==> src/rtl/regfile_wr_arbiter.sv <==
// regfile_wr_arbiter
//   Two-port write arbiter in front of an 8x16 register file write port.
//   After reset it first clears registers 0..NREG-1 (INIT), then grants one
//   writer per cycle (RUN). Port 0 is the ALU writeback and port 1 is the
//   memory load. Ties are broken by a round-robin priority pointer.
//
// Ports
//   clk        : rising-edge clock
//   reset      : synchronous, active-high reset
//   req0/wa0/wd0 : port 0 write request, address, data
//   req1/wa1/wd1 : port 1 write request, address, data
//   gnt0/gnt1  : one-cycle grant pulse per port (registered)
//   we3/wa3/wd3: register file write enable, address, data (registered)
//   init_busy  : high while the clear sequence runs
module regfile_wr_arbiter #(
  parameter int NREG   = 8,
  parameter int DATA_W = 16
) (
  input  logic              clk,
  input  logic              reset,
  input  logic              req0,
  input  logic [2:0]        wa0,
  input  logic [DATA_W-1:0] wd0,
  input  logic              req1,
  input  logic [2:0]        wa1,
  input  logic [DATA_W-1:0] wd1,
  output logic              gnt0,
  output logic              gnt1,
  output logic              we3,
  output logic [2:0]        wa3,
  output logic [DATA_W-1:0] wd3,
  output logic              init_busy
);

  typedef enum logic {INIT = 1'b0, RUN = 1'b1} state_t;

  localparam logic [2:0] LAST = 3'(NREG - 1);

  state_t            state, state_nxt;
  logic [2:0]        cnt, cnt_nxt;
  logic              prio, prio_nxt;   // 0: port 0 wins a tie, 1: port 1 wins
  logic              elig0, elig1, sel1, grant;
  logic              we_nxt, gnt0_nxt, gnt1_nxt;
  logic [2:0]        wa_nxt;
  logic [DATA_W-1:0] wd_nxt;

  // A port that holds a grant this cycle is being consumed, so it cannot be
  // granted again at the edge that ends this cycle.
  assign elig0 = req0 & ~gnt0;
  assign elig1 = req1 & ~gnt1;
  assign sel1  = elig1 & (~elig0 | prio);
  assign grant = elig0 | elig1;

  assign init_busy = (state == INIT);

  // State register and registered outputs
  always_ff @(posedge clk) begin
    if (reset) begin
      state <= INIT;
      cnt   <= 3'd0;
      prio  <= 1'b0;
      we3   <= 1'b0;
      wa3   <= 3'd0;
      wd3   <= '0;
      gnt0  <= 1'b0;
      gnt1  <= 1'b0;
    end else begin
      state <= state_nxt;
      cnt   <= cnt_nxt;
      prio  <= prio_nxt;
      we3   <= we_nxt;
      wa3   <= wa_nxt;
      wd3   <= wd_nxt;
      gnt0  <= gnt0_nxt;
      gnt1  <= gnt1_nxt;
    end
  end

  // Next-state logic
  always_comb begin
    state_nxt = state;
    cnt_nxt   = cnt;
    prio_nxt  = prio;
    case (state)
      INIT: begin
        cnt_nxt = cnt + 3'd1;
        if (cnt == LAST) state_nxt = RUN;
      end
      RUN: begin
        // The pointer moves to whichever port was not just served.
        if (grant) prio_nxt = ~sel1;
      end
      default: state_nxt = INIT;
    endcase
  end

  // Output logic: values loaded into the output registers at the next edge
  always_comb begin
    we_nxt   = 1'b0;
    wa_nxt   = 3'd0;
    wd_nxt   = '0;
    gnt0_nxt = 1'b0;
    gnt1_nxt = 1'b0;
    case (state)
      INIT: begin
        we_nxt = 1'b1;
        wa_nxt = cnt;
      end
      RUN: begin
        if (grant) begin
          we_nxt = 1'b1;
          if (sel1) begin
            gnt1_nxt = 1'b1;
            wa_nxt   = wa1;
            wd_nxt   = wd1;
          end else begin
            gnt0_nxt = 1'b1;
            wa_nxt   = wa0;
            wd_nxt   = wd0;
          end
        end
      end
      default: ;
    endcase
  end

endmodule

==> config.mk <==
export PLATFORM = sky130hd
export DESIGN_NAME = regfile_wr_arbiter
export DESIGN_NICKNAME = d
export VERILOG_FILES = /design/src/rtl/regfile_wr_arbiter.sv
export SDC_FILE = /design/constraint.sdc
export NUM_CORES = 1
export LEC_CHECK = 0
export ABC_AREA = 0
export BUFFER_PORTS_ARGS = -buffer_cell sky130_fd_sc_hd__clkbuf_2
export CAP_MARGIN = 10
export CELL_PAD_IN_SITES_DETAIL_PLACEMENT = 1
export CELL_PAD_IN_SITES_GLOBAL_PLACEMENT = 2
export CORE_ASPECT_RATIO = 0.6
export CORE_MARGIN = 1.5
export CORE_UTILIZATION = 23
export CTS_BUF_LIST = sky130_fd_sc_hd__clkbuf_4 sky130_fd_sc_hd__clkbuf_8
export DETAILED_ROUTE_END_ITERATION = 10
export HOLD_SLACK_MARGIN = 0.02
export MAX_ROUTING_LAYER = met4
export PLACE_DENSITY = 0.77
export SYNTH_ARGS = -nofsm -noshare
export SYNTH_HDL_FRONTEND = slang
export SYNTH_SLANG_ARGS = --single-unit
==> constraint.sdc <==
create_clock -name clk -period 1.4 [get_ports clk]
set_clock_uncertainty 0.1 [all_clocks]
set_input_delay 0.07 -clock clk [delete_from_list [all_inputs] [get_ports clk]]
set_output_delay 0.07 -clock clk [all_outputs]
set_load 0.01 [all_outputs]
==> results.toml, run 1 <==
[clock_network]
cts_tree = "yes"
cts_post_setup_buffers_inserted = 0
clkSinkCount = 27
clkTransAtPathRegs_ns = 0.09
clock_tree.buffer_depth = 2
clock-root-buffer = "sky130_fd_sc_hd__clkbuf_8"
ctsHtreeMaxLevel = 1
clk-insertion-delay-late_ns = 0.27
cts_buffers = 3

[synthesis]
syn_area_per_cell_um2 = 9.781
synthSimpleGateAreaFrac_pct = 21.73
largest_family_of_logic_cells_by_synthesized_area = "compound AO/OA/AOI/OAI gates"
synth_warnings = 0
netlist_instances = 126
yosysSeqAreaShare_pct = 43.86
synth_xor_xnor_area_share_pct = 0.7107
synth_area_in_compound_gates_pct = 21.83
synth.area.mux_share_pct = 1.624
ys_types = 27
total_of_flip_flops_plus_latches_after_synthesis = 27
synthesis.nets = 170
synth_fa_ha_area_share_pct = 2.030
synthesis.area_um2 = 1232

[pwr]
powerDensity_nw_per_um2 = 742.4
cellLeakagePower_uw = 0.0009085
irDropWorstVdd_mv = 0.2562

[global_routing]
largest_net_degree_at_the_start_of_global_routing = 17
grt_antenna_before_repair = 0
grt_first_pass_wirelength_mm = 6.962
grt_remaining_overflow = 0
track_usage_pct = 16.07
grt_pass1_vias = 1388

[setup_path]
critical_path.startpoint = "gnt0"
ff2ff_path_depth = 5
worst-endpoint-required_ns = 1.46
crit_path_start_kind = "register"
cp.arrival_ns = 1.38
regToRegEndpoint = "wd3[6]"
type_of_element_capturing_the_critical_path = "register"
reg2reg_slack_ns = 0.08
crit_path_capture = "wd3[6]"
regToRegStartpoint = "gnt0"
crit_fanout = 6
criticalPathCategory = "reg -> reg"

[detailed_routing]
antenna_violating_nets_post_route = 0
drtIter0Drc = 27
totalWireLength_mm = 4.398
drtPass1Iterations = 4
routedWlPerCell_um = 14.66
vias = 1301
number_of_remaining_drc_errors = 0
routed_via_density = 4.337

[timing]
period_minus_slack_ns = 1.321
hold-worst-slack_ns = 0.1227
fmax_mhz = 756.7
min_period_over_period_pct = 94.39
final_setup_violating_endpoints = 0
final_hold_viol_count = 0
finalMaxSlewViolations = 0
timing.slew.headroom_pct = 80.14
worst_slew_pin_slew_ns = 0.2970

[placement]
gpl.final_weighted_congestion = 0.7104
dp_hpwl_mm = 2.971
dp_cells = 258
io_buffer_count = 64

[final_layout]
nNetsFinal = 279
ff_latch_area_um2 = 540.5
layout.core_utilization_pct = 41.18
final_common_cell = "sky130_fd_sc_hd__clkbuf_2"
layout-area-overhead-vs-synth_pct = 70.56
stdcell_count = 300
mostFrequentLayoutCells = "sky130_fd_sc_hd__clkbuf_2, sky130_fd_sc_hd__dlygate4sd3_1, sky130_fd_sc_hd__dfxtp_1"
antenna-diode-count = 0
final_layout_size_suffix_gt1_share_pct = 45.73
fill_cells = 613
multi_input_comb_area_um2 = 598.1

[run_status]
status = "finished clean"

[die]
die-width_um = 97.50
core_um2 = 5105
io-pin-count = 65
initial_core_util_pct = 24.14
die_area_um2 = 5821
rows = 20
die_height_um = 59.70

[worst_hold_path]
hold_path.class = "in -> reg"

[run]
max-cap-violations = 0
-- metrics by stage --
| stage | area (um2) | worst slack, ns | TNS (ns) | power (uW) |
|---|---|---|---|---|
| detailed placement | 1658 | 0.05742 | 0 | 1033 |
| global route | 2102 | -0.007930 | -0.007930 | 1658 |
| finish | 2102 | 0.07850 | 0 | 1561 |
| floorplan | 1232 | 0.06403 | 0 | 932.2 |
| global placement | 1658 | 0.06928 | 0 | 1028 |
| CTS | 2095 | 0.04576 | 0 | 1586 |
-- Yosys cell counts --
cell,n,area [um2]
sky130_fd_sc_hd__a21oi_1,7,35.03
sky130_fd_sc_hd__a21oi_2,10,87.58
sky130_fd_sc_hd__and2b_4,1,10.01
sky130_fd_sc_hd__buf_12,1,20.02
sky130_fd_sc_hd__buf_2,5,25.02
sky130_fd_sc_hd__buf_4,4,30.03
sky130_fd_sc_hd__buf_6,2,22.52
sky130_fd_sc_hd__dfxtp_1,27,540.5
sky130_fd_sc_hd__ha_1,2,25.02
sky130_fd_sc_hd__inv_1,1,3.750
sky130_fd_sc_hd__mux2i_1,2,20.02
sky130_fd_sc_hd__nand2_1,3,11.26
sky130_fd_sc_hd__nand2b_1,1,6.260
sky130_fd_sc_hd__nand3_1,6,30.03
sky130_fd_sc_hd__nand3_2,10,100.1
sky130_fd_sc_hd__nand3b_1,1,7.510
sky130_fd_sc_hd__nand4_1,3,18.77
sky130_fd_sc_hd__nor2_1,9,33.78
sky130_fd_sc_hd__nor2b_1,2,12.51
sky130_fd_sc_hd__nor3_1,2,10.01
sky130_fd_sc_hd__nor3b_4,1,18.77
sky130_fd_sc_hd__o211ai_1,6,45.04
sky130_fd_sc_hd__o21ai_0,16,80.08
sky130_fd_sc_hd__o21ai_1,1,5.000
sky130_fd_sc_hd__o21ai_4,1,16.27
sky130_fd_sc_hd__or3b_1,1,8.760
sky130_fd_sc_hd__xor2_1,1,8.760
-- where the power goes --
group	switching (uW)	internal, uW	total, uW
logic	139	173	312
clock network	254	200	454
registers	10.3	784	794
total	404	1160	1560
-- worst max-delay path, stage by stage (launching register included) --
cell and delay (ns):
sky130_fd_sc_hd__dfxtp_1 0.35, sky130_fd_sc_hd__buf_4 0.13, sky130_fd_sc_hd__and2b_4 0.22, sky130_fd_sc_hd__o21ai_4 0.19, sky130_fd_sc_hd__buf_4 0.18, sky130_fd_sc_hd__a21oi_2 0.04
-- area by class of cell --
cell class	count	area share, %
Clock buffer	3	1.964
Clock inverter	1	0.2381
Inverter	1	0.1786
Multi-Input combinational cell	86	28.45
Sequential cell	27	25.71
Tap cell	66	3.929
Timing Repair Buffer	116	39.52
-- worst min path at each step --
stage,depth (start not counted),to,start,slack (ns)
floorplan,2,wd3[0],wd1[0],0.10
global placement,3,wd3[8],wd1[8],0.20
detailed placement,3,wd3[2],wd1[2],0.21
CTS,4,gnt0,req1,0.11
global route,4,gnt0,req1,0.16
finish,4,gnt0,req1,0.12
-- flip-flops by register name (all words and copies together) (netlist names) --
signal	count
wa3	3
cnt	3
gnt0	1
prio	1
wd3	16
gnt1	1
we3	1
state	1
-- cells by family (layout without fill, tap and decap cells) --
logic type,Yosys count,count (layout)
XOR/XNOR,1,1
adder cells (fa/ha/maj),2,2
AO/OA/AOI/OAI,41,41
flip-flops,27,27
buffers and inverters,13,121
AND/OR/NAND/NOR,40,40
multiplexers,2,2
-- metal layers --
layer | up-vias | global-route usage, % | share of wire [%] | wire [um]
li1 | 661 | - | - | -
met1 | 587 | 20.73 | 48 | 2130
met2 | 47 | 25.79 | 45 | 1979
met3 | 6 | 3.392 | 4.8 | 210
met4 | 0 | 4.898 | 1.8 | 78
met5 | - | - | 0 | 0
-- timing repair --
item / 4_1_cts / 5_1_grt
endpoints found under the hold margin: 25 / 0
hold buffers: 39 / 0
resized for setup: 0 / 4
setup endpoints to repair: 0 / 11
No activity file was read; power rests on OpenSTA's default activity.
==> run 2: changes to the inputs <==
--- a/config.mk
+++ b/config.mk
@@ -8,3 +8,2 @@
 export ABC_AREA = 0
-export BUFFER_PORTS_ARGS = -buffer_cell sky130_fd_sc_hd__clkbuf_2
 export CAP_MARGIN = 10
@@ -14,8 +13,9 @@
 export CORE_MARGIN = 1.5
-export CORE_UTILIZATION = 23
+export CORE_UTILIZATION = 25
 export CTS_BUF_LIST = sky130_fd_sc_hd__clkbuf_4 sky130_fd_sc_hd__clkbuf_8
 export DETAILED_ROUTE_END_ITERATION = 10
+export DONT_BUFFER_PORTS = 1
 export HOLD_SLACK_MARGIN = 0.02
 export MAX_ROUTING_LAYER = met4
-export PLACE_DENSITY = 0.77
+export PLACE_DENSITY = 0.61
 export SYNTH_ARGS = -nofsm -noshare
--- a/constraint.sdc
+++ b/constraint.sdc
@@ -4,2 +4,2 @@
 set_output_delay 0.07 -clock clk [all_outputs]
-set_load 0.01 [all_outputs]
+set_load 0.05 [all_outputs]
==> run 2 against run 1 <==
Compared with the run above:
- via count is 14% lower
- combinational power is 21% lower
- register-to-register slack hardly changed
- clock-buffer cell count is 1 higher
- sequential cell count stayed put
- global-route usage is 1.5 points lower
- sequential share of layout area is 4.5 points higher
- final cell count is 21% lower
- die area is 7.7% lower
- worst hold slack worse by 0.074 ns
- critical path type unchanged
- largest cell class is now multi-input combinational cells
==> results.toml, run 2 (synthesis results as in run 1) <==
[run_status]
status = "finished clean"

[global_routing]
track_usage_pct = 14.59
largest_net_degree_at_the_start_of_global_routing = 15
grt_first_pass_wirelength_mm = 5.699
grt_antenna_before_repair = 0
grt_pass1_vias = 1177
grt_remaining_overflow = 0

[timing]
timing.slew.headroom_pct = 66.09
min_period_over_period_pct = 95.01
setup_slack_ns = 0.06984
final_hold_viol_count = 0
period_minus_slack_ns = 1.330
fmax_mhz = 751.8
final_setup_violating_endpoints = 0
fin_tns_setup_ns = 0
grt_setup_unrepaired = "no"
finalMaxSlewViolations = 0
worst_slew_pin_slew_ns = 0.5080

[clock_network]
cts_buffers = 3
clkTransAtPathRegs_ns = 0.10
cts_post_setup_buffers_inserted = 0
clock-root-buffer = "sky130_fd_sc_hd__clkbuf_8"
clkSinkCount = 27
ctsHtreeMaxLevel = 1
clock_tree.buffer_depth = 2
cts_tree = "yes"
clk-insertion-delay-late_ns = 0.27

[detailed_routing]
drtIter0Drc = 23
drtPass1Iterations = 3
routed_via_density = 4.713
antenna_violating_nets_post_route = 0
totalWireLength_mm = 3.785
number_of_remaining_drc_errors = 0
vias = 1117
routedWlPerCell_um = 15.97

[placement]
area_post_placement_um2 = 1356
gpl.final_weighted_congestion = 0.8319
dp_hpwl_mm = 2.615
dp_slack_ns = 0.06145
io_buffer_count = 0

[final_layout]
fin_area_um2 = 1817
nNetsFinal = 219
antenna-diode-count = 0
final_layout_size_suffix_gt1_share_pct = 27.01
largest_reg_flops = 16
top_register = "wd3"
final_common_cell = "sky130_fd_sc_hd__dlygate4sd3_1"
mostFrequentLayoutCells = "sky130_fd_sc_hd__dlygate4sd3_1, sky130_fd_sc_hd__dfxtp_1, sky130_fd_sc_hd__buf_4"
layout.core_utilization_pct = 38.99
layout-area-overhead-vs-synth_pct = 47.41
reg_top3 = "wd3 (16), cnt (3), wa3 (3)"
fill_cells = 545

[setup_path]
worst-endpoint-required_ns = 1.45
regToRegStartpoint = "gnt0"
crit_path_start_kind = "register"
crit_fanout = 9
ff2ff_path_depth = 4
criticalPathCategory = "reg -> reg"
regToRegEndpoint = "wa3[2]"
cp.arrival_ns = 1.38
reg2reg_slack_ns = 0.07
type_of_element_capturing_the_critical_path = "register"

[run]
max-cap-violations = 0

[worst_hold_path]
min_to = "prio"
hold_path.class = "in -> reg"
worst_hold_startpoint = "req0"
min_delay_path_depth = 3

[pwr]
fin_total_pwr_uw = 1543
cellLeakagePower_uw = 0.0006565
irDropWorstVdd_mv = 0.3852
powerDensity_nw_per_um2 = 849.3

[die]
die_height_um = 57.39
die-width_um = 93.65
initial_core_util_pct = 26.45
io-pin-count = 65
die_area_um2 = 5374
rows = 19
core_um2 = 4659
==> run 2: changes by cell type in the layout (fill, tap and decap cells not counted), sizes merged <==
cell	before	now
clkbuf	66	4
buf	14	16
clkinv	1	0
dlygate4sd3	39	40
==> run 2: report_power, final <==
part	internal, uW	total, uW	switching [uW]
Clock	224	477	253
Combinational	132	246	114
Sequential	780	819	39.0
Total	1140	1540	407
==> run 2: through the flow <==
step,hold slack (ns),instances
6_report,0.04818,237
2_1_floorplan,0.1005,126
4_1_cts,0.04270,237
3_3_place_gp,0.04435,193
5_1_grt,0.03410,237
3_5_place_dp,0.04441,193
==> run 2: critical path: stages (launching register included) <==
cell and delay, ns:
sky130_fd_sc_hd__dfxtp_4 0.37, sky130_fd_sc_hd__or3b_1 0.39, sky130_fd_sc_hd__buf_6 0.16, sky130_fd_sc_hd__nand4_1 0.09, sky130_fd_sc_hd__o211ai_1 0.09
==> run 2: routing by layer <==
metal  vias to the layer above  wire (um)  track usage, %
li1                        540          -               -
met1                       535       1745           16.69
met2                        36       1773           24.53
met3                         6        186           4.800
met4                         0         78           4.264
met5                         -          0               -
==> run 2: how the worst max path moves through the flow <==
stage / start / endpoint / cells after the start
2_1_floorplan: gnt0 / wd3[0] / 5
3_5_place_dp: gnt0 / wa3[0] / 4
6_report: gnt0 / wa3[2] / 4
4_1_cts: reset / wa3[0] / 5
3_3_place_gp: gnt0 / wa3[2] / 4
5_1_grt: prio / wa3[2] / 5
==> run 2: repair_timing <==
item,CTS,global route
gates resized for setup,0,6
hold buffers,40,0
endpoints found under the hold margin,26,0
setup endpoints to repair,0,15
==> run 2: area by class of cell <==
class,count,area (um2),share of cell area (%)
timing repair buffer,56,536.8,29.55
inverter,1,3.754,0.2066
tap,63,78.83,4.339
clock buffer,4,48.80,2.686
sequential,27,548.0,30.17
multi-input combinational,86,600.6,33.06
